### config.mk
export PLATFORM = sky130hd
export DESIGN_NAME = save_stream
export DESIGN_NICKNAME = d
export VERILOG_FILES = /design/src/rtl/save_stream.sv
export SDC_FILE = /design/constraint.sdc
export NUM_CORES = 2
export LEC_CHECK = 0
export CAP_MARGIN = 15
export CORE_AREA = 5 5 497 499
export CTS_CLUSTER_SIZE = 30
export DETAILED_ROUTE_END_ITERATION = 16
export DIE_AREA = 0 0 502 504
export PLACE_DENSITY = 0.48
export SYNTH_ARGS = -nofsm -noshare
export SYNTH_HDL_FRONTEND = slang
export SYNTH_SLANG_ARGS = --single-unit
export TNS_END_PERCENT = 1
### constraint.sdc
create_clock -name kernel_clk -period 62.3 [get_ports kernel_clk]
set_input_delay 12.46 -clock kernel_clk [delete_from_list [all_inputs] [get_ports kernel_clk]]
set_output_delay 12.46 -clock kernel_clk [all_outputs]
set_load 0.01 [all_outputs]
### src/rtl/save_stream.sv
// save_stream: executes one save instruction by reading a run of words from
// the output feature buffer and streaming them, with backpressure, to the
// AXI4 write master. Completion is reported on ap_done.
module save_stream #(
  parameter int unsigned SAVE_INST_LENGTH    = 96,
  parameter int unsigned C_M_AXI_ADDR_WIDTH  = 64,
  parameter int unsigned C_M_AXI_DATA_WIDTH  = 512,
  parameter int unsigned C_XFER_SIZE_WIDTH   = 32,
  parameter int unsigned BUF_ADDR_WIDTH      = 11
) (
  input  logic                          kernel_clk,
  input  logic                          kernel_rst,
  input  logic                          ap_start,
  output logic                          ap_done,
  input  logic [C_M_AXI_ADDR_WIDTH-1:0] ctrl_addr_offset,
  input  logic [SAVE_INST_LENGTH-1:0]   ctrl_instruction,
  output logic                          buf_rd_en,
  output logic [BUF_ADDR_WIDTH-1:0]     buf_rd_addr,
  input  logic [C_M_AXI_DATA_WIDTH-1:0] buf_rd_data,
  output logic                          wr_start,
  output logic [C_M_AXI_ADDR_WIDTH-1:0] wr_addr,
  output logic [C_XFER_SIZE_WIDTH-1:0]  wr_size,
  input  logic                          wr_done,
  output logic                          data_tvalid,
  input  logic                          data_tready,
  output logic [C_M_AXI_DATA_WIDTH-1:0] data_tdata,
  output logic                          data_tlast
);

  localparam int unsigned BW         = BUF_ADDR_WIDTH;
  localparam int unsigned DW         = C_M_AXI_DATA_WIDTH;
  localparam int unsigned FIFO_DEPTH = 2;
  localparam int unsigned CNT_W      = 2;
  localparam int unsigned FIELD_W    = 16;

  typedef enum logic [1:0] {
    S_IDLE  = 2'd0,
    S_RUN   = 2'd1,
    S_DRAIN = 2'd2,
    S_DONE  = 2'd3
  } state_t;

  state_t state_q, state_d;

  // Instruction field decode
  logic [BW-1:0]      inst_buf_start;
  logic [BW-1:0]      inst_beats;
  logic [FIELD_W-1:0] inst_dram_start;
  logic [FIELD_W-1:0] inst_dram_bytes;
  logic               inst_zero;

  assign inst_buf_start  = ctrl_instruction[32 +: BW];
  assign inst_beats      = ctrl_instruction[48 +: BW];
  assign inst_dram_start = ctrl_instruction[64 +: FIELD_W];
  assign inst_dram_bytes = ctrl_instruction[80 +: FIELD_W];
  assign inst_zero       = (inst_beats == '0);

  // Instruction bits that carry no meaning for this stage
  logic unused_inst_bits;
  assign unused_inst_bits = ^{ctrl_instruction[31:0],
                              ctrl_instruction[47:32+BW],
                              ctrl_instruction[63:48+BW]};

  // Run bookkeeping
  logic [BW-1:0]    rd_left_q;
  logic [BW-1:0]    rd_addr_q;
  logic             wr_seen_q;
  logic             acc_done_q;
  logic             inflight_q;
  logic             inflight_last_q;

  // Output FIFO storage
  logic [DW-1:0]    fifo_data_q [FIFO_DEPTH];
  logic             fifo_last_q [FIFO_DEPTH];
  logic             wr_ptr_q;
  logic             rd_ptr_q;
  logic [CNT_W-1:0] count_q;

  // Combinational control
  logic accept_c;
  logic head_valid_c;
  logic pop_c;
  logic space_c;
  logic last_read_c;
  logic last_pop_c;
  logic finish_c;
  logic rd_en_c;
  logic enter_done_c;

  assign accept_c     = (state_q == S_IDLE) && ap_start && !ap_done;
  assign head_valid_c = (count_q != '0);
  assign pop_c        = head_valid_c && data_tready;
  assign last_read_c  = (rd_left_q == BW'(1));
  assign last_pop_c   = pop_c && fifo_last_q[rd_ptr_q];
  // A beat leaving this cycle frees its slot for a read issued now
  assign space_c      = (3'(count_q) + 3'(inflight_q)) < (3'd2 + 3'(pop_c));
  assign finish_c     = (acc_done_q || last_pop_c) && (wr_seen_q || wr_done);

  // State register
  always_ff @(posedge kernel_clk or posedge kernel_rst) begin
    if (kernel_rst) state_q <= S_IDLE;
    else            state_q <= state_d;
  end

  // Next-state logic; a zero-length instruction spends one cycle in DRAIN
  always_comb begin
    state_d = state_q;
    case (state_q)
      S_IDLE:  if (accept_c) state_d = inst_zero ? S_DRAIN : S_RUN;
      S_RUN:   if (rd_en_c && last_read_c) state_d = S_DRAIN;
      S_DRAIN: if (finish_c) state_d = S_DONE;
      S_DONE:  state_d = S_IDLE;
      default: state_d = S_IDLE;
    endcase
  end

  // FSM outputs: read strobe and DONE-entry marker
  always_comb begin
    rd_en_c      = 1'b0;
    enter_done_c = 1'b0;
    if ((state_q == S_RUN) && (rd_left_q != '0) && space_c) rd_en_c = 1'b1;
    if ((state_d == S_DONE) && (state_q != S_DONE)) enter_done_c = 1'b1;
  end

  assign buf_rd_en   = rd_en_c;
  assign buf_rd_addr = rd_addr_q;

  // ap_done is high for the single cycle spent in DONE, and out of reset
  always_ff @(posedge kernel_clk or posedge kernel_rst) begin
    if (kernel_rst) ap_done <= 1'b1;
    else            ap_done <= (state_d == S_DONE);
  end

  // Write master setup, latched at accept and held for the whole instruction
  always_ff @(posedge kernel_clk or posedge kernel_rst) begin
    if (kernel_rst) begin
      wr_start <= 1'b0;
      wr_addr  <= '0;
      wr_size  <= '0;
    end else begin
      wr_start <= accept_c && !inst_zero;
      if (accept_c) begin
        wr_addr <= ctrl_addr_offset + C_M_AXI_ADDR_WIDTH'(inst_dram_start);
        wr_size <= C_XFER_SIZE_WIDTH'(inst_dram_bytes);
      end
    end
  end

  // Read address generation and remaining-read counter
  always_ff @(posedge kernel_clk or posedge kernel_rst) begin
    if (kernel_rst) begin
      rd_left_q <= '0;
      rd_addr_q <= '0;
    end else if (accept_c) begin
      rd_left_q <= inst_beats;
      rd_addr_q <= inst_buf_start;
    end else if (rd_en_c) begin
      rd_left_q <= rd_left_q - BW'(1);
      rd_addr_q <= rd_addr_q + BW'(1);
    end
  end

  // Track the read whose data returns next cycle, tagged if it is the last
  always_ff @(posedge kernel_clk or posedge kernel_rst) begin
    if (kernel_rst) begin
      inflight_q      <= 1'b0;
      inflight_last_q <= 1'b0;
    end else begin
      inflight_q      <= rd_en_c;
      inflight_last_q <= rd_en_c && last_read_c;
    end
  end

  // Completion flags: sticky wr_done and final-beat acceptance
  always_ff @(posedge kernel_clk or posedge kernel_rst) begin
    if (kernel_rst) begin
      wr_seen_q  <= 1'b0;
      acc_done_q <= 1'b0;
    end else if (enter_done_c) begin
      wr_seen_q  <= 1'b0;
      acc_done_q <= 1'b0;
    end else if (accept_c) begin
      wr_seen_q  <= inst_zero;
      acc_done_q <= inst_zero;
    end else begin
      if (wr_done && ((state_q == S_RUN) || (state_q == S_DRAIN))) wr_seen_q <= 1'b1;
      if (last_pop_c) acc_done_q <= 1'b1;
    end
  end

  // Two-entry output FIFO written by returning read data, drained by the stream
  always_ff @(posedge kernel_clk or posedge kernel_rst) begin
    if (kernel_rst) begin
      for (int i = 0; i < FIFO_DEPTH; i++) begin
        fifo_data_q[i] <= '0;
        fifo_last_q[i] <= 1'b0;
      end
      wr_ptr_q <= 1'b0;
      rd_ptr_q <= 1'b0;
      count_q  <= '0;
    end else begin
      if (inflight_q) begin
        fifo_data_q[wr_ptr_q] <= buf_rd_data;
        fifo_last_q[wr_ptr_q] <= inflight_last_q;
        wr_ptr_q              <= ~wr_ptr_q;
      end
      if (pop_c) rd_ptr_q <= ~rd_ptr_q;
      count_q <= CNT_W'(count_q + CNT_W'(inflight_q) - CNT_W'(pop_c));
    end
  end

  assign data_tvalid = head_valid_c;
  assign data_tdata  = fifo_data_q[rd_ptr_q];
  assign data_tlast  = head_valid_c && fifo_last_q[rd_ptr_q];

endmodule

== Yosys cells after proc, flatten, opt, wreduce, memory -nomap -nowiden ==
Cells that the tools add are included.
Cells by class
  add/subtract/negate cells: 7
  magnitude comparators: 4
  eq/ne operators: 6
  mux-type cells: 29
  bitwise logic cells: 4
  reduce and logical (&&, ||, !) cells: 25
Operator list (count)
  two-way mux 512 bit: 4
  bitwise mux 1024 bit: 1
  demux 512 bit (select 1 bit): 1
  adder 64 x 16 -> 64 bit: 1
  two-way mux 11 bit: 4
  logical AND 1 bit: 13
  two-way mux 1 bit: 12
  adder 11 x 1 -> 11 bit (second input constant): 1
  == test 11 x 1 -> 1 bit (second input constant): 1
  zero test 11 bit: 1
  nonzero test 11 bit: 1
  subtractor 11 x 1 -> 11 bit (second input constant): 1
  two-way mux 2 bit: 4
  case mux 2 bit (4 select lines): 1
  == test 2 bit (second input constant): 3
  nonzero test 3 bit: 2
  >= comparator 2 bit (second input constant): 2
  NOT 1 -> 2 bit: 2
  nonzero test 2 bit: 2
  adder 2 x 1 -> 3 bit: 1
  adder 2 x 1 -> 3 bit (first input constant): 1
  logical OR 1 bit: 3
  less-than comparator 3 bit: 1
  adder 2 x 1 -> 2 bit: 1
  9 further kinds: 11
Storage, ports and cells
  register bits after elaboration: 1140
  input bits: 677
  output and inout bits: 624
  logic and storage cells: 93

== Depth between registers and ports, before layout ==
  word-level depth: 13
  depth in mapped cells: 11
  depth with buffers taken out: 10

== Worst setup path after synthesis ==
Ideal clock, no wire load.
  path kind: input-to-output
  from: input data_tready
  to: output buf_rd_en
  arrival time: 13.523 ns
  data required time: 49.840 ns
  slack: 36.317 ns
  stages on the path: 4
  buffers on the path: 1
  cell sequence: o21ai_1 o21a_1 a2111oi_2 clkbuf_1
On the way
  word-level cells in the longest chain between the ends: 5
RTL lines
  start: declaration: line 25  | input logic data_tready,
  logical AND 1 bit: line 92  | assign pop_c = head_valid_c && data_tready;
  adder 2 x 1 -> 3 bit: line 96  | assign space_c = (3'(count_q) + 3'(inflight_q)) < (3'd2 + 3'(pop_c));
  less-than comparator 3 bit: line 96
  logical AND 1 bit: line 121  | if ((state_q == S_RUN) && (rd_left_q != '0) && space_c) rd_en_c = 1'b1;
  two-way mux 1 bit: line 121
  end: declaration: line 17  | output logic buf_rd_en,
No other way between the ends.

== Final worst setup path ==
Same ends and word-level chain as after synthesis.

==> out/results.tsv <==
stage	metric	value	unit
status	status	completed	
sta	finalHoldViolations	0	
clock_tree	postCtsHoldBufs	0	
sta	tightestPinTransition	1.04	ns
synthesis	synth-edff-count	0	
synthesis	synth.ff_latch_count	1140	
setup_path	critPathRequiredTime	49.84	ns
setup_path	startpoint_type	primary input	
clock_tree	cts_tree	done	
pwr	finalPower	4.15	mW
floorplan	coreArea	242000	um2
sta	setup_viol	0	
route	totalWireLength	193000	um
clock_tree	cts_root_buf	clkbuf_16	
synthesis	yosys_warnings	0	
sta	relSlewSlack	30.9	%
setup_path	r2r_slack	57.22	ns
route	drt-wirelength-per-cell	24.0	um
finish	syn2layout_area_growth	41.5	%
synthesis	ys.flop_type	dfrtp_1	
clock_tree	cts_post_setup_buffers_inserted	0	
route	drcViolationCount	0	
global_routing	grt_pass1_wl	275000	um
sta	period_needed	27.05	ns
synthesis	syn_inst	3474	
floorplan	dieHeight	504	um
finish	drive_gt1_share	37.7	%
clock_tree	clkTransAtPathRegs	0.06	ns
sta	drv_slew	0	
floorplan	start_util	20.7	%
global_routing	grtUsageTotal	14.8	%
sta	fin_setup_tns	0	ns
place	place_congestion	0.864	
clock_tree	clk-insertion-delay-late	0.78	ns
global_routing	antenna_found_initial	61	
finish	nNetsFinal	5419	
sta	grt_setup_unrepaired	false	
route	drt_iter0_drc	1120	
synthesis	yosys.cell_types.count	59	
pwr	ir_drop	0.0262	mV
synthesis	syn_avg_cell_area	14.4	um2
route	ant_nets	0	
synthesis	ys_async_sr_fraction	100	%
setup_path	r2r-end	fifo_data_q[811]	
hold_path	min_path_type	reg -> reg	
clock_tree	htree_levels	4	
flow_run	maxCapViolCount	0	
setup_path	critPathArrivalTime	14.59	ns
floorplan	rows	181	
clock_tree	ctsResizeCount	0	
floorplan	ioPinCount	1301	
sta	clock.fmax	37.0	MHz
pwr	power_density	58.6	nW/um2
setup_path	critPathLaunch	data_tready	
global_routing	grt_overflow	0	
setup_path	worst-setup-path-type	in -> out	
pwr	p_leak	28.2	nW
setup_path	rr_worst_depth	6	
route	first_pass_iters	4	
route	routed-via-count	33200	
clock_tree	cts_buffer_depth	3	
place	dp_hpwl	145000	um
setup_path	cp-endpoint	buf_rd_en	
place	port_buffers	1242	
synthesis	syn_area	50100	um2
sta	fin_crit_sh	43.4	%
synthesis	synth-seq-area-share	56.9	%
floorplan	fp.dieArea	253000	um2
sta	fin_skew	0.0398	ns
setup_path	worst-path-max-fanout	15	
clock_tree	numCtsBuffers	146	
global_routing	first_global_vias	36400	
global_routing	grt_start_max_net_pins	155	
floorplan	fp.dieW	502	um
clock_tree	cts_sinks	1140	
setup_path	cp-end-kind	output pin	
route	avgViaCountPerCell	4.13	
setup_path	rr_startpoint	inflight_q	
## where the power goes
group	total [mW]	switching, mW	internal [mW]	leakage, nW
logic	2.02	0.879	1.14	12.5
registers	1.30	0.181	1.12	13.4
clock network	0.829	0.342	0.487	2.29
## worst max-delay path, stage by stage
cell	delay, ns
clkdlybuf4s50_1	0.53
o21ai_1	0.18
o21a_1	0.26
a2111oi_4	0.19
buf_4	0.26
clkdlybuf4s50_1	0.69
## how the worst min path moves through the flow
stage / slack (ns) / endpoint / startpoint / depth (start not counted)
floorplan: 0.46 / wr_ptr_q / wr_ptr_q / 1
finish: 0.47 / wr_size[15] / wr_size[15] / 2
detailed placement: 0.47 / wr_size[15] / wr_size[15] / 2
CTS: 0.48 / wr_size[15] / wr_size[15] / 2
global placement: 0.46 / wr_addr[27] / wr_addr[27] / 2
global route: 0.51 / wr_size[12] / wr_size[12] / 2
## layer usage
metal  GRT usage, %  share of wire (%)
met1           17.4                 40
met2           25.3                 49
met3           5.72                8.6
met4           4.00                2.6
met5              0               0.12
## synth_stat cells, drive strengths merged (2+ instances only)
cell type / n / area (um2)
mux2: 1538 / 17300
dfrtp: 1139 / 28500
clkbuf: 196 / 736
nand2: 172 / 646
o21ai: 83 / 415
xor2: 44 / 385
nor2: 38 / 150
nand3: 35 / 175
xnor2: 34 / 298
ha: 27 / 338
buf: 21 / 140
a21oi: 16 / 83.8
inv: 15 / 56.3
nand4: 14 / 87.6
nor4: 11 / 75.1
a21o: 9 / 67.6
and3: 8 / 50.1
nor3: 8 / 40.0
a31oi: 7 / 43.8
and4: 6 / 52.6
o211ai: 6 / 45.0
nor2b: 5 / 31.3
a211oi: 4 / 30.0
and2: 3 / 18.8
nor4b: 3 / 47.5
o21a: 3 / 22.5
o21bai: 3 / 22.5
a221oi: 2 / 17.5
mux2i: 2 / 20.0
or4: 2 / 18.8
## flip-flops by register name, indices dropped and copies added (netlist names)
signal / cells
count_q: 2
buf_rd_addr: 11
wr_addr: 64
wr_seen_q: 1
ap_done: 1
inflight_last_q: 1
inflight_q: 1
rd_ptr_q: 1
wr_ptr_q: 1
wr_start: 1
wr_size: 16
fifo_last_q: 2
state_q: 2
rd_left_q: 11
acc_done_q: 1
fifo_data_q: 1024
## placed cells by master, fill, tap and decap left out, types with 15 or more instances in the layout
cell	instances
a21oi_1	15
buf_4	51
clkbuf_1	45
clkbuf_16	148
clkbuf_8	29
clkdlybuf4s50_1	1242
clkinv_2	15
conb_1	16
dfrtp_1	1138
ha_1	27
mux2_2	1538
nand2_1	170
nand3_1	35
nor2_1	37
o21ai_0	80
xnor2_1	34
xor2_1	44
## stage by stage
step | hold WS (ns) | utilization, % | cells | setup WS (ns) | cell area [um2]
4_1_cts | 0.478 | 29.3 | 8024 | 35.23 | 70900
2_1_floorplan | 0.463 | - | 3489 | 17.74 | 50200
3_3_place_gp | 0.462 | 27.3 | 7768 | 35.22 | 66200
5_1_grt | 0.506 | 29.3 | 8031 | 35.15 | 70900
3_5_place_dp | 0.468 | 27.3 | 7768 | 35.23 | 66200
6_report | 0.473 | 29.3 | 8036 | 35.25 | 70900
## layout make-up
cell class	count	area (um2)
inverter	15	63.8
timing repair buffer	1294	12800
clock inverter	34	437
multi-input combinational	2117	20800
sequential	1140	28500
antenna	12	30.0
clock buffer	222	4270
tap	3202	4010
fill	24500	171000
## kinds of logic after synthesis
| group | synth area share, % |
|---|---|
| AO/OA/AOI/OAI | 1.69 |
| XOR/XNOR | 1.36 |
| adder cells (fa/ha/maj) | 0.714 |
| buffers and inverters | 1.86 |
| flip-flops | 56.9 |
| multiplexers | 34.6 |
| other | 0.00748 |
| AND/OR/NAND/NOR | 2.88 |
Note: power is estimated with default switching activity, not from simulation.
